<file path="config.mk">
export PLATFORM = sky130hd
export DESIGN_NAME = ff_layer_engine
export DESIGN_NICKNAME = d
export VERILOG_FILES = /design/src/rtl/ff_nn_pkg.sv /design/src/rtl/ff_weight_ram.sv /design/src/rtl/ff_layer_engine.sv
export SDC_FILE = /design/constraint.sdc
export NUM_CORES = 1
export LEC_CHECK = 0
export ABC_CLOCK_PERIOD_IN_PS = 4350
export CORE_ASPECT_RATIO = 0.8
export CORE_MARGIN = 5
export CORE_UTILIZATION = 57
export CTS_CLUSTER_SIZE = 24
export DETAILED_ROUTE_END_ITERATION = 10
export PLACE_DENSITY_LB_ADDON = 0.12
export SLEW_MARGIN = 20
export SYNTH_ARGS = -nofsm -noshare
export SYNTH_HDL_FRONTEND = slang
export SYNTH_SLANG_ARGS = --single-unit
export TNS_END_PERCENT = 100
</file>
<file path="constraint.sdc">
create_clock -name CLK -period 4.35 [get_ports CLK]
set_input_delay 0.6525 -clock CLK [delete_from_list [all_inputs] [get_ports CLK]]
set_output_delay 0.6525 -clock CLK [all_outputs]
set_load 0.01 [all_outputs]
</file>
<file path="src/rtl/ff_nn_pkg.sv">
// Shared types and sizing helpers for the feed-forward layer engine.
package ff_nn_pkg;

  typedef enum logic [2:0] {
    S_IDLE,
    S_FETCH,
    S_LOAD,
    S_ACCUM,
    S_STORE,
    S_DONE
  } state_t;

  // Wide enough for a bias plus N_IN weights, all at the most negative value.
  function automatic int acc_width(input int w_bits, input int n_in);
    return w_bits + $clog2(n_in + 1);
  endfunction

  // Field 0 is the bias, field k+1 is the weight of input k.
  function automatic int field_lo(input int field, input int w_bits);
    return field * w_bits;
  endfunction

  function automatic int addr_width(input int depth);
    return (depth > 1) ? $clog2(depth) : 1;
  endfunction

endpackage

</file>
<file path="src/rtl/ff_weight_ram.sv">
// Single-port-write weight store with a registered read address (1-cycle read latency).
module ff_weight_ram
  import ff_nn_pkg::*;
#(
  parameter int WIDTH = 8,
  parameter int DEPTH = 2,
  localparam int AW = addr_width(DEPTH)
) (
  input  logic             clk,
  input  logic             we,
  input  logic [AW-1:0]    waddr,
  input  logic [WIDTH-1:0] wdata,
  input  logic [AW-1:0]    raddr,
  output logic [WIDTH-1:0] rdata
);

  logic [WIDTH-1:0] mem [DEPTH];
  logic [AW-1:0]    raddr_q;

  always_ff @(posedge clk) begin
    if (we) mem[waddr] <= wdata;
    raddr_q <= raddr;
  end

  assign rdata = mem[raddr_q];

endmodule

</file>
<file path="src/rtl/ff_layer_engine.sv">
// Sequential single-layer evaluator: one neuron at a time, one input per cycle,
// step activation on bias plus the weights of the active inputs.
module ff_layer_engine
  import ff_nn_pkg::*;
#(
  parameter int N_IN   = 4,
  parameter int N_OUT  = 2,
  parameter int W_BITS = 8,
  localparam int AW     = addr_width(N_OUT),
  localparam int WORD_W = (N_IN + 1) * W_BITS
) (
  input  logic              CLK,
  input  logic              RST,
  input  logic [N_IN-1:0]   x,
  input  logic              start,
  output logic              busy,
  output logic              done,
  output logic [N_OUT-1:0]  y,
  input  logic              we,
  input  logic [AW-1:0]     waddr,
  input  logic [WORD_W-1:0] wdata,
  output logic              wr_err
);

  localparam int ACC_W = acc_width(W_BITS, N_IN);
  localparam int IW    = addr_width(N_IN);
  localparam logic [IW-1:0] I_LAST = IW'(N_IN - 1);
  localparam logic [AW-1:0] J_LAST = AW'(N_OUT - 1);

  state_t state, next_state;

  logic [N_IN-1:0]   x_lat;
  logic [AW-1:0]     j;
  logic [IW-1:0]     i;
  logic [ACC_W-1:0]  acc;
  logic [WORD_W-1:0] word_q;
  logic [WORD_W-1:0] rdata;
  logic [N_OUT-1:0]  y_work;
  logic [N_OUT-1:0]  y_work_next;
  logic [W_BITS-1:0] sel_w;
  logic              sel_x;
  logic [ACC_W-1:0]  bias_ext;
  logic [ACC_W-1:0]  w_ext;
  logic              accept;
  logic              ram_we;

  // A start held through DONE is taken directly, so back-to-back runs need no idle cycle.
  assign accept = start && ((state == S_IDLE) || (state == S_DONE));
  assign ram_we = we && !busy && ({1'b0, waddr} < (AW + 1)'(N_OUT));

  ff_weight_ram #(
    .WIDTH (WORD_W),
    .DEPTH (N_OUT)
  ) u_ram (
    .clk   (CLK),
    .we    (ram_we),
    .waddr (waddr),
    .wdata (wdata),
    .raddr (j),
    .rdata (rdata)
  );

  always_ff @(posedge CLK) begin
    if (RST) state <= S_IDLE;
    else     state <= next_state;
  end

  always_comb begin
    next_state = state;
    case (state)
      S_IDLE:  if (start) next_state = S_FETCH;
      S_FETCH: next_state = S_LOAD;
      S_LOAD:  next_state = S_ACCUM;
      S_ACCUM: if (i == I_LAST) next_state = S_STORE;
      S_STORE: next_state = (j == J_LAST) ? S_DONE : S_FETCH;
      S_DONE:  next_state = start ? S_FETCH : S_IDLE;
      default: next_state = S_IDLE;
    endcase
  end

  always_comb begin
    busy = (state != S_IDLE);
    done = (state == S_DONE);
  end

  always_comb begin
    sel_w = '0;
    sel_x = 1'b0;
    for (int k = 0; k < N_IN; k++) begin
      if (i == IW'(k)) begin
        sel_w = word_q[field_lo(k + 1, W_BITS) +: W_BITS];
        sel_x = x_lat[k];
      end
    end
  end

  assign bias_ext = {{(ACC_W - W_BITS){rdata[W_BITS-1]}}, rdata[W_BITS-1:0]};
  assign w_ext    = {{(ACC_W - W_BITS){sel_w[W_BITS-1]}}, sel_w};

  always_comb begin
    y_work_next = y_work;
    for (int k = 0; k < N_OUT; k++) begin
      if (j == AW'(k)) y_work_next[k] = ~acc[ACC_W-1];
    end
  end

  // The word register holds no control state, so it is left out of reset.
  always_ff @(posedge CLK) begin
    if (state == S_LOAD) word_q <= rdata;
  end

  always_ff @(posedge CLK) begin
    if (RST) begin
      x_lat  <= '0;
      j      <= '0;
      i      <= '0;
      acc    <= '0;
      y_work <= '0;
      y      <= '0;
      wr_err <= 1'b0;
    end else begin
      wr_err <= we && busy;
      if (accept) begin
        x_lat <= x;
        j     <= '0;
      end
      case (state)
        S_LOAD: begin
          acc <= bias_ext;
          i   <= '0;
        end
        S_ACCUM: begin
          if (sel_x) acc <= acc + w_ext;
          i <= i + 1'b1;
        end
        S_STORE: begin
          y_work <= y_work_next;
          if (j == J_LAST) y <= y_work_next;
          else             j <= j + 1'b1;
        end
        default: ;
      endcase
    end
  end

endmodule

</file>
==> qor.yml <==
synth_top_area_cell: "edfxtp_1"
insertion_delay_ns: 0.42
grt_max_degree: 41
maxSlewViolCount: 0
die_area_um2: 12100
grtUsageTotal_pct: 18.7
finalHoldViolCount: 0
cts_sinks: 138
rsz0062_at_grt: "no"
worstSetupStartpointType: "register"
hpwlAfterDp_um: 6750
drt_first_pass_iters: 5
synth_top_area_share_pct: 58.9
gp_congestion: 0.896
whs_ns: 0.373
status: "finished clean"
wl_um: 10400
skew_ns: 0.00981
max_freq_mhz: 289
rows: 32
yosysSeqAreaShare_pct: 68.0
synth.distinct_cells: 49
setup.worst_path.end_class: "register"
worstRegToRegCells: 14
drive_above_1_share_pct: 16.5
worstSetupPathType: "reg -> reg"
start_util_pct: 58.7
diodes: 0
htree_levels: 4
tritoncts: "done"
grt_overflow: 0
ctsHoldBuffers: 0
relSlewSlack_pct: 30.3
wl_per_cell_um: 17.2
yosys_warnings: 0
power_leakage_nw: 2.42
area_growth_pct: 20.8
grt_pass1_wl_um: 17400
power-per-cell-area_nw_per_um2: 450
synth_area_leaders: "edfxtp_1 59%, dfxtp_1 9.1%, mux2_2 6.3%"
ant_nets: 0
num_io_pins: 54
stdcell_count: 603
reg2reg_slack_ns: 0.89
drc_errors: 0
tightest_slew_ns: 1.05
syn_avg_cell_area_um2: 14.3
nFillCells: 658
tns_ns: 0
grt_pass1_vias: 3434
synthCells: 399
cts_buffers: 17
cap_violations: 0
worstPathRequired_ns: 4.64
holdPathStages: 0
dp.cells: 571
period_needed_ns: 3.46
finalSetupViolCount: 0
die_h_um: 99.5
final_nets: 520
crit_fanout: 12
port_buffers: 53
drt_iter0_drc: 226
via_per_inst: 5.43
syn_nets: 465
final_cell_mix: "112 x edfxtp_1, 53 x clkdlybuf4s50_1, 32 x mux2_2"
root_buffer: "clkbuf_16"
post-route-period-util_pct: 79.6
vias: 3276
peakVddDrop_uv: 398
cp.arrival_ns: 3.75
postCtsSetupRepairBufs: 0
synth_edf_count: 112
core_um2: 9730
clk_path_buf_depth: 2
post_cts_resized: 0
synthFlopType: "edfxtp_1"
hold_path_class: "reg -> reg"
die-width_um: 122
synth-seq-cells: 138
synthArstFlopShare_pct: 0
antenna_found_initial: 0
final_common_cell: "edfxtp_1"
clk_pin_slew_ns: 0.06
synth_area_um2: 5710
area by class of cell:
type | count | area [µm²] | share of cell area (%)
Tap cell | 136 | 170 | 2.47
Multi-Input combinational cell | 233 | 1710 | 24.9
Timing Repair Buffer | 55 | 546 | 7.91
Clock buffer | 21 | 450 | 6.53
Clock inverter | 11 | 98.8 | 1.43
Inverter | 9 | 33.8 | 0.490
Sequential cell | 138 | 3880 | 56.3
sequential cells by signal, summed over array words and instances, names as in the netlist, named ones only:
signal / flops
y_work: 1
state: 3
x_lat: 4
word_q: 32
j: 1
i: 2
y: 2
wr_err: 1
u_ram.mem: 80
acc: 11
where the power goes:
group / internal, mW / switching, mW / leakage (nW)
Combinational: 0.113 / 0.134 / 0.915
Clock: 0.800 / 0.526 / 0.264
Sequential: 1.50 / 0.0272 / 1.25
Total: 2.41 / 0.687 / 2.42
worst paths after layout:
path / endpoint / start
setup / recovery: acc[7] / i[1]
hold / removal: register / j
setup reg to reg: acc[7] / i[1]
hold reg to reg: register / j
metrics by stage:
step	area [µm²]	total power, mW	setup slack, ns	utilization, %
after global routing	6900	3.22	0.572	70.9
after global placement	6350	1.79	1.11	65.3
final	6900	3.10	0.887	70.9
after detailed placement	6350	1.80	0.847	65.3
after floorplan	5710	1.70	1.22	-
after CTS	6900	3.12	0.897	70.9
per-layer routing:
layer  vias up  routed length [µm]  track usage (%)  share of wire (%)
met5         -                   0                0                  0
met4         0                 155             6.37                1.5
met3        11                 540             5.97                5.2
met2        78                5060             29.8                 49
met1      1571                4620             24.5                 45
li1       1616                   -                -                  -
kinds of logic (layout without fill, tap and decap cells):
logic type	after synthesis	in the layout	synth area share, %
AOI/OAI and AO/OA	82	82	8.92
xor gates and xnor gates	9	9	1.38
adders and majority gates	17	17	3.86
buffers and inverters	28	96	2.13
DFF	138	138	68.0
muxes	46	46	8.77
and+or+nand+nor	79	79	6.91
synthesized netlist by cell type, types with 2 or more instances:
| library cell | instances |
|---|---|
| a21o_1 | 3 |
| dfxtp_1 | 26 |
| a31oi_1 | 7 |
| clkbuf_1 | 11 |
| o211ai_1 | 6 |
| nor2b_1 | 2 |
| nor3_1 | 2 |
| xnor2_1 | 3 |
| and3_1 | 3 |
| a22oi_1 | 7 |
| edfxtp_1 | 112 |
| xor2_1 | 6 |
| o21ai_0 | 19 |
| mux2_2 | 32 |
| nand2_1 | 28 |
| buf_2 | 7 |
| a21oi_1 | 28 |
| a211oi_1 | 3 |
| inv_1 | 9 |
| mux2i_1 | 14 |
| nor3b_1 | 2 |
| nor2_1 | 25 |
| ha_1 | 16 |
| a21o_2 | 2 |
| nand4_1 | 2 |
worst max-delay path, stage by stage, from the launching register on:
cell      delay [ns]
dfxtp_1         0.38
inv_1           0.08
ha_1            0.33
nor2b_1         0.47
a22oi_1         0.14
nor2_1          0.12
a21oi_1         0.05
o21ai_0         0.31
ha_1            0.31
a211oi_1        0.21
o21bai_1        0.11
or3_1           0.34
a31oi_1         0.22
xor2_1          0.17
a31oi_1         0.09
Power figures use the tool's default switching activity.
